## config.mk

```make
export PLATFORM = sky130hd
export DESIGN_NAME = leading_one_expand
export DESIGN_NICKNAME = d
export VERILOG_FILES = /design/src/rtl/leading_one_expand.sv
export SDC_FILE = /design/constraint.sdc
export NUM_CORES = 1
export LEC_CHECK = 0
export ABC_AREA = 1
export CORE_MARGIN = 2
export CORE_UTILIZATION = 50
export CTS_CLUSTER_DIAMETER = 120
export DETAILED_ROUTE_END_ITERATION = 10
export PLACE_DENSITY = 0.91
export SETUP_SLACK_MARGIN = 0.15
export SYNTH_ARGS = -nofsm -noshare
export SYNTH_HDL_FRONTEND = slang
export SYNTH_SLANG_ARGS = --single-unit
```

## constraint.sdc

```tcl
create_clock -name clk -period 3.35 [get_ports clk]
set_clock_uncertainty 0.2 [all_clocks]
set_input_delay 0.67 -clock clk [delete_from_list [all_inputs] [get_ports clk]]
set_output_delay 0.67 -clock clk [all_outputs]
set_load 0.03 [all_outputs]
```

## src/rtl/leading_one_expand.sv

```systemverilog
// Rebuilds a WIDTH-bit integer from a leading-one position code and the fraction bits below it.
// Two-stage valid/ready pipeline. Define LEADING_ONE_EXPAND_ROUND_EN for round-to-nearest (ties up).
module leading_one_expand #(
  parameter int WIDTH = 8,
  parameter int POS_W = 4
) (
  input  logic             clk,
  input  logic             rst,
  input  logic             in_valid,
  output logic             in_ready,
  input  logic [POS_W-1:0] in_pos,
  input  logic [WIDTH-2:0] in_frac,
  output logic             out_valid,
  input  logic             out_ready,
  output logic [WIDTH-1:0] out_data,
  output logic             out_err
);

  localparam logic [POS_W-1:0] WIDTH_CODE = POS_W'(WIDTH);

  if (WIDTH < 2) begin : g_bad_width
    $error("leading_one_expand: WIDTH must be at least 2");
  end
  if ((2 ** POS_W) <= WIDTH) begin : g_bad_pos_w
    $error("leading_one_expand: POS_W too narrow to encode WIDTH");
  end

  function automatic logic illegal_pos(input logic [POS_W-1:0] pos);
    return pos > WIDTH_CODE;
  endfunction

`ifdef LEADING_ONE_EXPAND_ROUND_EN
  // sh is the number of dropped fraction bits; the round bit is the highest of them.
  function automatic logic [WIDTH-1:0] round_half_up(input logic [WIDTH-1:0] trunc,
                                                     input logic [WIDTH-1:0] mant,
                                                     input logic [POS_W-1:0] sh);
    logic [WIDTH-1:0] rmask;
    logic             rbit;
    if (sh == '0) return trunc;
    rmask = {{(WIDTH-1){1'b0}}, 1'b1} << (sh - POS_W'(1));
    rbit  = |(mant & rmask);
    return trunc + {{(WIDTH-1){1'b0}}, rbit};
  endfunction
`endif

  // The implicit leading one is placed on top of the fraction, then shifted down into place.
  function automatic logic [WIDTH-1:0] expand(input logic [POS_W-1:0] pos,
                                              input logic [WIDTH-2:0] frac);
    logic [WIDTH-1:0] mant;
    logic [POS_W-1:0] sh;
    logic [WIDTH-1:0] res;
    mant = {1'b1, frac};
    sh   = WIDTH_CODE - pos;
    res  = '0;
    if ((pos != '0) && !illegal_pos(pos)) begin
      res = mant >> sh;
`ifdef LEADING_ONE_EXPAND_ROUND_EN
      res = round_half_up(res, mant, sh);
`endif
    end
    return res;
  endfunction

  logic             vld_p1;
  logic [POS_W-1:0] pos_p1;
  logic [WIDTH-2:0] frac_p1;
  logic             vld_p2;
  logic [WIDTH-1:0] data_p2;
  logic             err_p2;
  logic             s1_rdy;
  logic             s2_rdy;

  assign s2_rdy   = !vld_p2 || out_ready;
  assign s1_rdy   = !vld_p1 || s2_rdy;
  assign in_ready = s1_rdy;

  // Stage 1: capture position code and fraction
  always_ff @(posedge clk or posedge rst) begin
    if (rst) begin
      vld_p1 <= 1'b0;
    end else if (s1_rdy) begin
      vld_p1 <= in_valid;
    end
  end

  always_ff @(posedge clk) begin
    if (s1_rdy && in_valid) begin
      pos_p1  <= in_pos;
      frac_p1 <= in_frac;
    end
  end

  // Stage 2: expansion into the output registers
  always_ff @(posedge clk or posedge rst) begin
    if (rst) begin
      vld_p2  <= 1'b0;
      data_p2 <= '0;
      err_p2  <= 1'b0;
    end else if (s2_rdy) begin
      vld_p2 <= vld_p1;
      if (vld_p1) begin
        data_p2 <= expand(pos_p1, frac_p1);
        err_p2  <= illegal_pos(pos_p1);
      end
    end
  end

  assign out_valid = vld_p2;
  assign out_data  = data_p2;
  assign out_err   = err_p2;

endmodule

```

After elaboration in Yosys (flattened, before gate mapping):

Cells that the tools add are included.

* flip-flop bits (word level): 22
* input bits: 15
* output and inout port bits: 11
* word-level logic and storage cells: 19

* add/subtract/negate cells: 1
* magnitude comparators: 1
* shift operators: 1
* mux-type cells: 1
* reductions and logical operators: 9

Operators by type and width (count)
* two-way mux 8 bit: 1
* right shift 8 x 4 -> 8 bit: 1
* > comparator 4 bit (second input constant): 1
* nonzero test 4 bit: 1
* subtractor 4 bit (first input constant): 1
* zero test 1 bit: 3
* logical AND 1 bit: 2
* logical OR 1 bit: 2
* AND reduction 2 bit: 1

Logic depth before layout (Yosys ltp):

* depth after elaboration: 4
* gate-level depth with buffers: 11
* gate-level depth less buffers: 9

Worst setup path after synthesis:

No wires, ideal clock.

* path type: input-to-reg
* from: input out_ready
* to: register frac_p1[0] (enable)
* library setup time: 0.339 ns
* arrival time: 1.341 ns
* required time: 2.811 ns
* slack: 1.470 ns
* cell stages on the path: 4
* buffers on the path: 0
* cell sequence: inv_1 -> nand3_1 -> nand2_1 -> inv_1

* longest elaborated chain between the ends: 3

Ends and longest elaborated chain
* start: declaration: line 14 `input logic out_ready,`
* logical OR 1 bit: line 73 `assign s2_rdy = !vld_p2 || out_ready;`
* logical OR 1 bit: line 74 `assign s1_rdy = !vld_p1 || s2_rdy;`
* via in_ready: line 10 `output logic in_ready,`
* logical AND 1 bit: line 87 `if (s1_rdy && in_valid) begin`
* end signal: assignment: line 89 `frac_p1 <= in_frac;`
* end: declaration: line 66 `logic [WIDTH-2:0] frac_p1;`

The timed path passes the listed nets, and every way through them passes these cells.
A chain may end at the register's enable or synchronous reset.

Worst setup path in the final report:

* from: input out_ready
* to: output in_ready

* longest elaborated chain between the ends: 2

Ends and longest elaborated chain (line)
* logical OR 1 bit: 73
* logical OR 1 bit: 74
* end: declaration: 10

No other way between the ends.

==> results.sh <==
export IMPL_layout_commonest_cell="nand2_1"
export IMPL_clk_pin_slew_ps=110
export IMPL_initial_utilization=0.517
export IMPL_gp_congestion=0.830
export IMPL_finalHoldViolations=0
export IMPL_critPathArrivalTime_ps=1960
export IMPL_cts_root_buf="clkbuf_4"
export IMPL_required_ps=2480
export IMPL_end_kind="primary output"
export IMPL_vdd_drop_max_mv=0.342
export IMPL_cts_resized=0
export IMPL_cpMostUsedCell="clkdlybuf4s50_1"
export IMPL_multi_input_area_um2=424
export IMPL_hold_slack_ps=292
export IMPL_syn_inst=131
export IMPL_yosysTopAreaCellShare=0.298
export IMPL_ys_top_cells_by_area="edfxtp_1, dfrtp_1, nand2_1"
export IMPL_cp_slowest_stage_delay_ps=690
export IMPL_overflow=0
export IMPL_first_global_vias=849
export IMPL_status="finished, final reports clean"
export IMPL_synth_cell_types=14
export IMPL_core_um2=2150
export IMPL_timing_max_slew_rel_slack=0.705
export IMPL_clk_latency_ps=310
export IMPL_via_per_inst=5.09
export IMPL_hpwl_um=1400
export IMPL_ys_ff_latch=22
export IMPL_grt_max_degree=14
export IMPL_syn_num_nets=148
export IMPL_ys_seq_area_frac=0.546
export IMPL_holdBufCountCts=0
export IMPL_antenna_cells=0
export IMPL_area_growth_pct=26.9
export IMPL_crit_path_start_kind="input port"
export IMPL_htreeDepth=1
export IMPL_worst_path_max_fanout=3
export IMPL_rsz0062_at_grt="no"
export IMPL_drv_cap=0
export IMPL_critical_path_class="input port to primary output"
export IMPL_cts_sinks=22
export IMPL_die_w_um=51.1
export IMPL_ios=26
export IMPL_min_path_type="flop to flop"
export IMPL_cp_top_family="buffers and inverters"
export IMPL_fin_setup_tns_ps=0
export IMPL_drc=0
export IMPL_yosys_warnings=0
export IMPL_dr_pass1_iters=4
export IMPL_setup_slack_ps=515
export IMPL_synth_avg_cell_area_um2=8.47
export IMPL_cts_made_buffers=3
export IMPL_synth_area_leader_cell="edfxtp_1"
export IMPL_final_nets=174
export IMPL_cp_num_buf_inv=3
export IMPL_fillerInstances=170
export IMPL_most_common_layout_cells="nand2_1, clkdlybuf4s50_1, nand3_1"
export IMPL_p_per_area_nw_per_um2=540
export IMPL_setup_violations=0
export IMPL_seq_area_um2=606
export IMPL_worstHoldPathCells=2
export IMPL_gr_usage_all_layers=0.179
export IMPL_clk_path_buf_depth=2
export IMPL_drive_gt1_frac=0.0513
export IMPL_post_route_period_util=0.846
export IMPL_die_h_um=51.1
export IMPL_rr_worst_depth=8
export IMPL_cts_setup_buffers=0
export IMPL_dpl_worst_slack_ps=511
export IMPL_max_freq_mhz=353
export IMPL_tightestPinTransition_ps=441
export IMPL_antenna_left=0
export IMPL_portBuffers=25
export IMPL_crit_chain="clkdlybuf4s50_1 -> inv_1 -> nand3_1 -> clkdlybuf4s50_1"
export IMPL_wl_per_cell_um=10.3
export IMPL_p_leak_uw=0.000685
export IMPL_vias=936
export IMPL_std_cell_rows=17
export IMPL_cts_tree="yes"
export IMPL_slew_violations=0
export IMPL_dieArea_um2=2610
export IMPL_netlist_area_um2=1110
export IMPL_crit_slowest_cell="clkdlybuf4s50_1"
export IMPL_critical_path_depth=4
export IMPL_grt_pass1_wl_um=3420
export IMPL_finalCriticalPeriod_ps=2830
export IMPL_antenna_found_initial=0
export IMPL_drt_iter0_drc=25
export IMPL_routed_wl_um=1900
-- final cells by class --
type | count | share of cell area
Clock buffer | 3 | 0.0160
Clock inverter | 1 | 0.0213
Inverter | 11 | 0.0293
Multi-Input combinational cell | 94 | 0.301
Sequential cell | 22 | 0.430
Tap cell | 28 | 0.0249
Timing Repair Buffer | 25 | 0.178
-- flip-flops by register name (all words and copies together) (netlist names) --
register / cells
vld_p1: 1
frac_p1: 7
out_valid: 1
out_err: 1
pos_p1: 4
out_data: 8
-- cells in the mapped netlist --
cell and number:
buf_2 1, nand3_2 2, ha_1 2, inv_1 10
o21ai_0 2, nor2_1 4, dfrtp_1 11, nand2_1 61
nand4_1 3, nor2_4 1, nand3_1 19, buf_6 3
edfxtp_1 11, inv_2 1
-- metrics by stage --
stage / cells / util / area, um2 / power (uW)
4_1_cts: 184 / 0.656 / 1410 / 765
6_report: 184 / 0.656 / 1410 / 760
2_1_floorplan: 131 / - / 1110 / 489
3_3_place_gp: 180 / 0.631 / 1360 / 557
3_5_place_dp: 180 / 0.631 / 1360 / 564
5_1_grt: 184 / 0.656 / 1410 / 802
-- final timing paths --
check | start | endpoint | slack [ps]
setup / recovery | out_ready | in_ready | 520
hold / removal | out_data[1] | out_data[1] | 290
setup reg to reg | pos_p1[0] | out_data[3] | 1250
hold reg to reg | out_data[1] | out_data[1] | 290
max in group asynchronous | rst | out_data[3] | 2250
min in group asynchronous | rst | out_data[7] | 420
-- worst min-delay path, delay by kind of cell, from the launching register on --
family / cells / cell delay, ps
flip-flops: 1 / 360
AND/OR/NAND/NOR: 2 / 110
-- report_power, final --
part           switching (uW)  internal [uW]  total, uW
Sequential               18.9            320        339
Clock                    79.4            121        201
Combinational             133           87.5        221
-- cells by family (layout without fill, tap and decap cells) --
logic type,Yosys count,in the layout,share of synthesized area
buffers and inverters,15,40,0.0721
AOI/OAI and AO/OA,2,2,0.00902
DFF,22,22,0.546
adders and majority gates,2,2,0.0225
and+or+nand+nor,90,90,0.351
-- per-layer routing --
| layer | share of wire | GRT usage | wire, um | vias to the layer above |
|---|---|---|---|---|
| met5 | 0 | 0 | 0 | - |
| met4 | 0.046 | 0.131 | 87 | 0 |
| met3 | 0.071 | 0.0322 | 135 | 13 |
| met2 | 0.47 | 0.292 | 893 | 50 |
| met1 | 0.41 | 0.210 | 783 | 401 |
| li1 | - | - | - | 472 |
(Power assumes the default switching activity.)
